[config.mk]
export PLATFORM = sky130hd
export DESIGN_NAME = pwm_duty_ramp
export DESIGN_NICKNAME = d
export VERILOG_FILES = /design/src/rtl/pwm_duty_ramp.sv
export SDC_FILE = /design/constraint.sdc
export NUM_CORES = 1
export LEC_CHECK = 0
export ABC_AREA = 1
export BUFFER_PORTS_ARGS = -buffer_cell sky130_fd_sc_hd__buf_2
export CAP_MARGIN = 20
export CORE_ASPECT_RATIO = 0.8
export CORE_MARGIN = 2
export CORE_UTILIZATION = 25
export DETAILED_ROUTE_END_ITERATION = 10
export GPL_ROUTABILITY_DRIVEN = 0
export MAX_ROUTING_LAYER = met4
export RECOVER_POWER = 100
export SYNTH_ARGS = -nofsm -noshare
export SYNTH_HDL_FRONTEND = slang
export SYNTH_SLANG_ARGS = --single-unit
[constraint.sdc]
create_clock -name clk -period 2.4 [get_ports clk]
set_input_delay 0.36 -clock clk [delete_from_list [all_inputs] [get_ports clk]]
set_output_delay 0.36 -clock clk [all_outputs]
set_load 0.02 [all_outputs]
[src/rtl/pwm_duty_ramp.sv]
// Duty-value slew stage for the PWM generator: takes a target via valid/ready
// and walks value_o toward it by STEP once per PWM period, on the wrap edge.
module pwm_duty_ramp #(
  parameter int STEP   = 1,
  parameter int PERIOD = 512
) (
  input  logic       clk,
  input  logic       rst_n,
  input  logic [8:0] target_i,
  input  logic       target_valid_i,
  output logic       target_ready_o,
  input  logic       abort_i,
  output logic [8:0] value_o,
  output logic       busy_o,
  output logic       done_o,
  output logic       tick_o
);
  localparam int CW = $clog2(PERIOD);

  typedef enum logic {IDLE, RAMP} state_e;

  state_e          state_q, state_d;
  logic [CW-1:0]   cnt_q, cnt_d;
  logic [8:0]      value_q, value_d;
  logic [8:0]      tgt_q, tgt_d;
  logic            done_q, done_d;
  logic signed [9:0] diff;
  logic [9:0]      mag;
  logic            tick;

  assign tick  = (cnt_q == CW'(PERIOD - 1));
  assign cnt_d = tick ? '0 : cnt_q + 1'b1;

  // Nine-bit operands widened to ten so the difference keeps its sign.
  assign diff = $signed({1'b0, tgt_q}) - $signed({1'b0, value_q});
  assign mag  = diff[9] ? 10'(-diff) : 10'(diff);

  always_comb begin
    state_d = state_q;
    value_d = value_q;
    tgt_d   = tgt_q;
    done_d  = 1'b0;
    unique case (state_q)
      IDLE: begin
        if (target_valid_i) begin
          tgt_d = target_i;
          if (target_i == value_q) done_d  = 1'b1;
          else                     state_d = RAMP;
        end
      end
      RAMP: begin
        if (abort_i) begin
          state_d = IDLE;
        end else if (tick) begin
          // Snap to target on the last step so the ramp never overshoots.
          if (mag <= 10'(STEP)) begin
            value_d = tgt_q;
            done_d  = 1'b1;
            state_d = IDLE;
          end else if (!diff[9]) begin
            value_d = value_q + 9'(STEP);
          end else begin
            value_d = value_q - 9'(STEP);
          end
        end
      end
      default: state_d = IDLE;
    endcase
  end

  always_ff @(posedge clk or negedge rst_n) begin
    if (!rst_n) begin
      state_q <= IDLE;
      cnt_q   <= '0;
      value_q <= '0;
      tgt_q   <= '0;
      done_q  <= 1'b0;
    end else begin
      state_q <= state_d;
      cnt_q   <= cnt_d;
      value_q <= value_d;
      tgt_q   <= tgt_d;
      done_q  <= done_d;
    end
  end

  assign target_ready_o = (state_q == IDLE);
  assign busy_o         = (state_q == RAMP);
  assign value_o        = value_q;
  assign done_o         = done_q;
  assign tick_o         = tick;
endmodule

==> impl_metrics.env, run 1 <==
export IMPL_num_io_pins=26
export IMPL_finalPower_mw=2.665
export IMPL_initial_core_util=0.2555
export IMPL_overflow=0
export IMPL_p_switching_mw=1.025
export IMPL_layout_setup_ws_ns=-0.2870
export IMPL_htreeDepth=2
export IMPL_drv_slew=30
export IMPL_synth_most_common_cell="nand2_1"
export IMPL_max_clock_freq_mhz=372.2
export IMPL_hold_class="in2reg"
export IMPL_fin_skew_ns=0.002809
export IMPL_ant_nets=0
export IMPL_drc=0
export IMPL_hold_viol_final=0
export IMPL_grt_pass1_vias=2559
export IMPL_whs_ns=0.3557
export IMPL_fillers=999
export IMPL_clk_root_buffer_cell="clkbuf_16"
export IMPL_power_frac_clock=0.277
export IMPL_rsz0062_at_grt="true"
export IMPL_arrival_ns=2.86
export IMPL_dpl_hpwl_mm=5.372
export IMPL_synth_edf_count=0
export IMPL_synthDominantCellAreaShare=0.2956
export IMPL_num_antenna_cells=0
export IMPL_nets=482
export IMPL_cp_max_fo=5
export IMPL_vias=2591
export IMPL_layout_drive_gt1_share=0.3853
export IMPL_cts_tree="yes"
export IMPL_comb_power_share=0.515
export IMPL_dr_pass1_iters=4
export IMPL_cap_viol_max_count=1
export IMPL_synth_ff_type="dfrtp_1"
export IMPL_swShare=0.3846
export IMPL_syn_area_um2=2455
export IMPL_syn_nets=392
export IMPL_synth_cell_type_count=28
export IMPL_syn_inst=358
export IMPL_die_h_um=92.63
export IMPL_critPathRequiredTime_ns=2.57
export IMPL_die_area_um2=10630
export IMPL_fin_area_um2=3739
export IMPL_wirelength_mm=7.461
export IMPL_place_area_um2=3218
export IMPL_multi_input_area_um2=1823
export IMPL_status="complete, but fails checks"
export IMPL_grt_usage=0.1438
export IMPL_cp_start_kind="register"
export IMPL_grt_max_degree=30
export IMPL_numCtsBuffers=5
export IMPL_cts_buffer_depth=2
export IMPL_tns_ns=-1.974
export IMPL_portBuffers=25
export IMPL_yosysSeqAreaShare=0.2956
export IMPL_setup_violations=11
export IMPL_area_growth_pct=52.29
export IMPL_clkLatencyLatePin_ns=0.28
export IMPL_final_core_util=0.3891
export IMPL_drt_iter0_drc=138
export IMPL_relSlewSlack=-0.1428
export IMPL_final_cells=568
export IMPL_power_frac_seq=0.208
export IMPL_p_int_mw=1.640
export IMPL_grt_antenna_before_repair=0
export IMPL_worst_pin_slew_ns=1.714
export IMPL_core_um2=9609
export IMPL_path_class="reg2reg"
export IMPL_crit_path_end_kind="register"
export IMPL_die_w_um=114.8
export IMPL_num_rows=32
export IMPL_ys_async_sr_fraction=1.000
export IMPL_seq_area_um2=737.0
export IMPL_p_leak_nw=1.843
export IMPL_yosys_top_cells_count="98 x nand2_1, 63 x inv_1, 29 x dfrtp_1, 29 x nor2_1, 25 x a21oi_1"
export IMPL_period_share=1.120
export IMPL_powerDensity_nw_per_um2=713.0
export IMPL_wl_per_cell_um=13.14
export IMPL_via_per_inst=4.562
export IMPL_synth_seq_cells=29
export IMPL_synthTopCellsByArea="dfrtp_1 30%, nand2_1 15%, ha_1 9.7%"
export IMPL_path_clk_slew_ns=0.06
export IMPL_cts_sinks=29
export IMPL_grt_pass1_wl_mm=11.90
export IMPL_yosys_area_top_type="dfrtp_1"
export IMPL_worst_ir_drop_vdd_uv=354.2
export IMPL_dp_cells=548
export IMPL_syn_area_per_cell_um2=6.857
export IMPL_finalCriticalPeriod_ns=2.687
export IMPL_yosys_warnings=0
export IMPL_violations="capacitance limit, slew limit, setup timing"
export IMPL_post_place_ws_ns=-0.2078
==> power by group through the flow <==
stage | clock network [mW] | logic [mW] | registers [mW]
after detailed placement | 0 | 1.07 | 0.564
after floorplan | 0 | 0.677 | 0.563
after CTS | 0.750 | 1.11 | 0.555
final | 0.739 | 1.37 | 0.555
after global routing | 0.778 | 1.52 | 0.559
after global placement | 0 | 1.05 | 0.561
==> cell families (layout without fill, tap and decap cells) <==
| family | count (synthesis) | count (layout) | share of synthesized area |
|---|---|---|---|
| AND/OR/NAND/NOR | 187 | 187 | 0.3445 |
| buffers and inverters | 67 | 158 | 0.1055 |
| AO/OA/AOI/OAI | 40 | 40 | 0.09124 |
| flip-flops | 29 | 29 | 0.2956 |
| adder cells (fa/ha/maj) | 21 | 21 | 0.1132 |
| XOR/XNOR | 14 | 14 | 0.04995 |
==> worst max-delay path, cell delays in order (launching register included) <==
cell      delay (ns)
dfrtp_1         0.41
ha_4            0.30
nand2_1         0.07
nand2_2         0.07
inv_1           0.05
nand2_1         0.06
nand2_1         0.06
nand3_2         0.11
clkinv_4        0.09
buf_4           0.15
ha_4            0.25
a21oi_2         0.20
o21bai_4        0.10
a21oi_2         0.12
nor2_1          0.05
nor2_1          0.11
xor2_1          0.20
nand2_2         0.07
nand3_1         0.06
nand2_1         0.05
==> state kept, by name (all words and copies together), names as in the netlist <==
register	flops
busy_o	1
done_o	1
cnt_q	9
value_o	9
tgt_q	9
==> worst paths after layout <==
path,startpoint,end,slack (ns),cells after the start
worst max-delay path,tgt_q[4],value_o[6],-0.29,19
worst min-delay path,target_i[1],tgt_q[1],0.36,3
worst max register to register,tgt_q[4],value_o[6],-0.29,19
worst min register to register,cnt_q[0],cnt_q[0],0.46,1
max in group asynchronous,rst_n,value_o[2],0.76,1
min in group asynchronous,rst_n,value_o[1],0.52,1
==> timing repair <==
action | CTS | global route
setup endpoints to repair | 10 | 12
hold buffers | 0 | 0
setup buffers | 2 | 7
pin swaps | 0 | 16
resized for setup | 9 | 59
gates cloned | 0 | 3
==> routing by layer <==
metal,up-vias,track usage,wire (um)
met5,-,-,0
met4,0,0.03313,79
met3,10,0.02618,344
met2,51,0.2199,3318
met1,1204,0.1983,3719
li1,1326,-,-
==> placed cells by master (no fill, tap or decap), types with 13 or more instances in the layout <==
cell / netlist / layout
a21oi_1: 25 / 18
buf_4: 0 / 54
nand3_2: 6 / 13
nand2_1: 98 / 87
nor2_1: 29 / 25
dfrtp_1: 29 / 20
buf_2: 0 / 13
nand4_1: 13 / 13
inv_1: 63 / 51
nand3_1: 24 / 16
xor2_1: 13 / 13
==> final cells by class <==
type	count	area share
clock buffers	5	0.03347
clock inverters	3	0.01238
inverters	65	0.06760
multi-input cells	262	0.4876
flip-flops and latches	29	0.1971
well taps	119	0.03983
repair buffers	85	0.1620
(Power assumes the default switching activity.)
==> run 2, diff against run 1 <==
Settings changed: MAX_ROUTING_LAYER met4 to not set.
==> impl_metrics.env, run 2 (same netlist as run 1, synthesis figures left out) <==
export IMPL_status="complete, but fails checks"
export IMPL_violations="capacitance limit, slew limit, setup timing"
export IMPL_final_common_cell="nand2_1"
export IMPL_grt_pass1_vias=2556
export IMPL_dpl_hpwl_mm=5.372
export IMPL_grt_pass1_wl_mm=11.90
export IMPL_path_clk_slew_ns=0.06
export IMPL_final_cell_mix="87 x nand2_1, 53 x buf_4, 51 x inv_1, 25 x nor2_1, 20 x dfrtp_1"
export IMPL_htreeDepth=2
export IMPL_holdBufCountCts=0
export IMPL_fin_area_um2=3737
export IMPL_wl_per_cell_um=13.10
export IMPL_path_class="reg2reg"
export IMPL_grt_antenna_before_repair=0
export IMPL_use_met2=0.2199
export IMPL_period_share=1.118
export IMPL_fillers=997
export IMPL_dr_pass1_iters=4
export IMPL_numCtsBuffers=5
export IMPL_layout_drive_gt1_share=0.3853
export IMPL_met3_usage=0.02618
export IMPL_finalCriticalPeriod_ns=2.683
export IMPL_rsz0062_at_grt="true"
export IMPL_wirelength_mm=7.439
export IMPL_slowest_delay_ns=0.41
export IMPL_cp_max_fo=5
export IMPL_arrival_ns=2.85
export IMPL_hold_viol_final=0
export IMPL_clk_root_buffer_cell="clkbuf_16"
export IMPL_setup_violations=11
export IMPL_drc=0
export IMPL_max_clock_freq_mhz=372.7
export IMPL_worst_ir_drop_vdd_uv=353.8
export IMPL_crit_family="simple AND/OR/NAND/NOR gates"
export IMPL_grt_usage=0.1400
export IMPL_cts_tree="yes"
export IMPL_multi_input_area_um2=1818
export IMPL_crit_path_end_kind="register"
export IMPL_cpMostUsedCell="nand2_1"
export IMPL_via_per_inst=4.586
export IMPL_cp_start_kind="register"
export IMPL_place_area_um2=3218
export IMPL_worst_pin_slew_ns=1.698
export IMPL_final_core_util=0.3889
export IMPL_num_rows=32
export IMPL_core_um2=9609
export IMPL_clkLatencyLatePin_ns=0.28
export IMPL_p_leak_nw=1.843
export IMPL_critPathRequiredTime_ns=2.57
export IMPL_top_usage_layer="met2"
export IMPL_die_h_um=92.63
export IMPL_path_buf_inv=3
export IMPL_drt_iter0_drc=135
export IMPL_cap_viol_max_count=1
export IMPL_drv_slew=30
export IMPL_relSlewSlack=-0.1320
export IMPL_slowest_stage="dfrtp_1"
export IMPL_hold_class="in2reg"
export IMPL_cts_buffer_depth=2
export IMPL_nets=482
export IMPL_ant_nets=0
export IMPL_seq_area_um2=737.0
export IMPL_path_cells="ha_4 -> nand2_1 -> nand2_2 -> inv_1 -> nand2_1 -> nand2_1 -> nand3_2 -> clkinv_4 -> buf_4 -> ha_4 -> a21oi_2 -> o21bai_4 -> a21oi_2 -> nor2_1 -> nor2_1 -> xor2_1 -> nand2_2 -> nand3_1 -> nand2_1"
export IMPL_area_growth_pct=52.24
export IMPL_grt_max_degree=30
export IMPL_fin_skew_ns=0.004022
export IMPL_portBuffers=25
export IMPL_overflow=0
export IMPL_cts_sinks=29
export IMPL_die_area_um2=10630
export IMPL_die_w_um=114.8
export IMPL_initial_core_util=0.2555
export IMPL_num_io_pins=26
export IMPL_layout_setup_ws_ns=-0.2831
export IMPL_dp_cells=548
export IMPL_final_cells=568
export IMPL_num_antenna_cells=0
export IMPL_powerDensity_nw_per_um2=712.1
export IMPL_vias=2605
export IMPL_use_met1=0.1983
-- run 2: cell counts in the layout (fill, tap and decap cells not counted) --
Identical to the previous run, type by type.
-- run 2: layout make-up --
| type | instances | area share |
|---|---|---|
| Clock buffer | 5 | 0.03348 |
| Clock inverter | 3 | 0.01239 |
| Inverter | 65 | 0.06763 |
| Multi-Input combinational cell | 262 | 0.4864 |
| Sequential cell | 29 | 0.1972 |
| Tap cell | 119 | 0.03984 |
| Timing Repair Buffer | 85 | 0.1630 |
-- run 2: worst min-delay path, cell delays in order --
cell and delay (ns):
buf_2 0.11, inv_1 0.05, o21ai_0 0.07
-- run 2: through the flow --
stage | power [mW] | setup slack (ns) | hold slack, ns | setup TNS (ns)
floorplan | 1.239 | -0.1505 | 0.06441 | -0.8630
global placement | 1.610 | -0.1602 | 0.4355 | -0.6217
detailed placement | 1.633 | -0.2078 | 0.4525 | -1.157
CTS | 2.417 | -0.1426 | 0.1567 | -0.9409
global route | 2.860 | -0.4178 | 0.3642 | -3.611
finish | 2.661 | -0.2831 | 0.3562 | -1.945
-- run 2: final timing paths --
path                              from         end  slack, ns  cells after the start
min reg2reg                   cnt_q[0]    cnt_q[0]       0.46                      1
max                           tgt_q[4]  value_o[6]      -0.28                     19
min                        target_i[1]    tgt_q[1]       0.36                      3
max reg2reg                   tgt_q[4]  value_o[6]      -0.28                     19
max in group asynchronous        rst_n  value_o[6]       0.77                      1
min in group asynchronous        rst_n  value_o[0]       0.51                      1
-- run 2: power by group --
part	switching, mW	internal [mW]	total [mW]
logic	0.744	0.628	1.37
registers	0.0314	0.523	0.555
clock network	0.245	0.491	0.735
-- run 2: metal layers --
metal,share of wire,vias to the layer above
li1,-,1327
met1,0.50,1216
met2,0.45,52
met3,0.047,10
met4,0.011,0
met5,0,-
-- run 2: repair_timing --
item / 4_1_cts / 5_1_grt
pin swaps: 0 / 16
setup buffers: 2 / 7
endpoints found under the setup margin: 10 / 12
gates cloned: 0 / 3
resized for setup: 9 / 59
==> run 3, diff against run 2 <==
Settings changed: CORE_UTILIZATION 25 to 54, PLACE_DENSITY set to 0.77.
==> impl_metrics.env, run 3 (same netlist as run 1, synthesis figures left out) <==
export IMPL_status="complete, but fails checks"
export IMPL_violations="capacitance limit, slew limit, setup timing"
export IMPL_grt_max_degree=30
export IMPL_post_place_ws_ns=-0.2380
export IMPL_die_h_um=64.31
export IMPL_dp_cells=490
export IMPL_slowest_delay_ns=0.44
export IMPL_layout_setup_ws_ns=-0.3789
export IMPL_ant_nets=0
export IMPL_worst_ir_drop_vdd_uv=494.3
export IMPL_powerDensity_nw_per_um2=670.8
export IMPL_clk_root_buffer_cell="clkbuf_8"
export IMPL_arrival_ns=2.96
export IMPL_max_clock_freq_mhz=359.9
export IMPL_core_um2=4283
export IMPL_die_w_um=79.38
export IMPL_path_clk_slew_ns=0.08
export IMPL_dpl_hpwl_mm=5.425
export IMPL_via_per_inst=5.969
export IMPL_critPathRequiredTime_ns=2.58
export IMPL_area_growth_pct=49.39
export IMPL_hold_class="in2reg"
export IMPL_portBuffers=25
export IMPL_drt_iter0_drc=321
export IMPL_num_rows=21
export IMPL_cts_sinks=29
export IMPL_num_antenna_cells=0
export IMPL_setup_violations=12
export IMPL_initial_core_util=0.5732
export IMPL_cp_max_fo=8
export IMPL_drc=0
export IMPL_dr_pass1_iters=6
export IMPL_vias=3044
export IMPL_fin_skew_ns=0.01099
export IMPL_cpMostUsedCell="nand2_1"
export IMPL_drv_slew=30
export IMPL_rsz0062_at_grt="true"
export IMPL_finalCriticalPeriod_ns=2.779
export IMPL_hold_viol_final=0
export IMPL_overflow=0
export IMPL_final_cells=510
export IMPL_final_common_cell="nand2_1"
export IMPL_slowest_stage="dfrtp_1"
export IMPL_numCtsBuffers=5
export IMPL_relSlewSlack=-0.07202
export IMPL_die_area_um2=5105
export IMPL_layout_drive_gt1_share=0.4040
export IMPL_cts_tree="yes"
export IMPL_wirelength_mm=9.210
export IMPL_grt_pass1_wl_mm=12.92
export IMPL_grt_antenna_before_repair=0
export IMPL_num_io_pins=26
export IMPL_wl_per_cell_um=18.06
export IMPL_nets=486
export IMPL_period_share=1.158
export IMPL_grt_usage=0.3232
export IMPL_path_cells="ha_4 -> nand2_1 -> nand2_1 -> inv_1 -> nand2_1 -> nand2_2 -> nand3_4 -> inv_8 -> fa_2 -> a21oi_2 -> o21bai_2 -> buf_4 -> a21oi_2 -> xor2_1 -> nand2_2 -> nand3_2 -> nand2_1"
export IMPL_cts_buffer_depth=2
export IMPL_htreeDepth=2
export IMPL_grt_pass1_vias=2830
export IMPL_cap_viol_max_count=1
export IMPL_clkLatencyLatePin_ns=0.29
export IMPL_cp_start_kind="register"
export IMPL_worst_pin_slew_ns=1.608
export IMPL_crit_path_end_kind="register"
export IMPL_tns_ns=-3.178
export IMPL_path_class="reg2reg"
export IMPL_final_cell_mix="86 x nand2_1, 57 x buf_4, 50 x inv_1, 25 x nor2_1, 20 x dfrtp_1"
export IMPL_p_leak_nw=1.816
==> run 3: cell count changes in the layout (fill, tap and decap cells not counted), sizes merged <==
cell,change
buf,+4
clkinvlp,+3
clkinv,-2
bufinv,-1
clkbuf,-1
inv,+1
==> run 3: repair_timing <==
action / in CTS / in global routing
endpoints found under the setup margin: 11 / 12
cloned: 1 / 1
pin swaps: 22 / 23
setup buffers: 7 / 3
resized for setup: 50 / 30
hold buffers: 0 / 0
==> run 3: metal layers <==
metal | global-route usage | vias up | routed length (um)
met5 | 0 | - | 0
met4 | 0.1013 | 0 | 591
met3 | 0.06638 | 68 | 877
met2 | 0.5636 | 227 | 4200
met1 | 0.4004 | 1419 | 3541
li1 | - | 1330 | -
==> run 3: power breakdown <==
group / switching (mW) / internal [mW]
registers: 0.0417 / 0.522
logic: 0.857 / 0.622
clock network: 0.213 / 0.203
total: 1.11 / 1.35
==> run 3: area by class of cell <==
| cell class | count | area (um^2) |
|---|---|---|
| timing repair buffer | 88 | 614.3 |
| sequential | 29 | 737.0 |
| fill | 236 | 615.6 |
| multi-input combinational | 262 | 1891 |
| clock buffer | 5 | 68.82 |
| timing repair inverter | 1 | 7.507 |
| inverter | 65 | 255.2 |
| tap | 57 | 71.32 |
| clock inverter | 3 | 22.52 |
==> run 3: through the flow <==
step	cell area [um^2]	total power [mW]	hold WS [ns]	utilization
global placement	3158	1.587	0.4211	0.7374
floorplan	2586	1.239	0.06441	-
CTS	3500	2.208	0.1195	0.8171
global route	3667	2.570	0.3606	0.8563
detailed placement	3158	1.631	0.4286	0.7374
finish	3667	2.460	0.3467	0.8563
==> run 3: path summary, 6_finish.rpt <==
path | from | to | slack, ns | cells after the start
max | tgt_q[4] | value_o[8] | -0.38 | 17
min | target_valid_i | busy_o | 0.35 | 3
max reg2reg | tgt_q[4] | value_o[8] | -0.38 | 17
min in group asynchronous | rst_n | cnt_q[2] | 0.46 | 1
min reg2reg | cnt_q[8] | cnt_q[8] | 0.49 | 1
max in group asynchronous | rst_n | value_o[2] | 0.87 | 1
==> run 3: worst max-delay path: cells and delay by family (launching register included) <==
family | cells | cell delay [ns]
fa+ha+maj | 2 | 0.68
flops | 1 | 0.44
buf+inv | 3 | 0.30
simple gates | 8 | 0.61
xor+xnor | 1 | 0.21
compound gates | 3 | 0.40
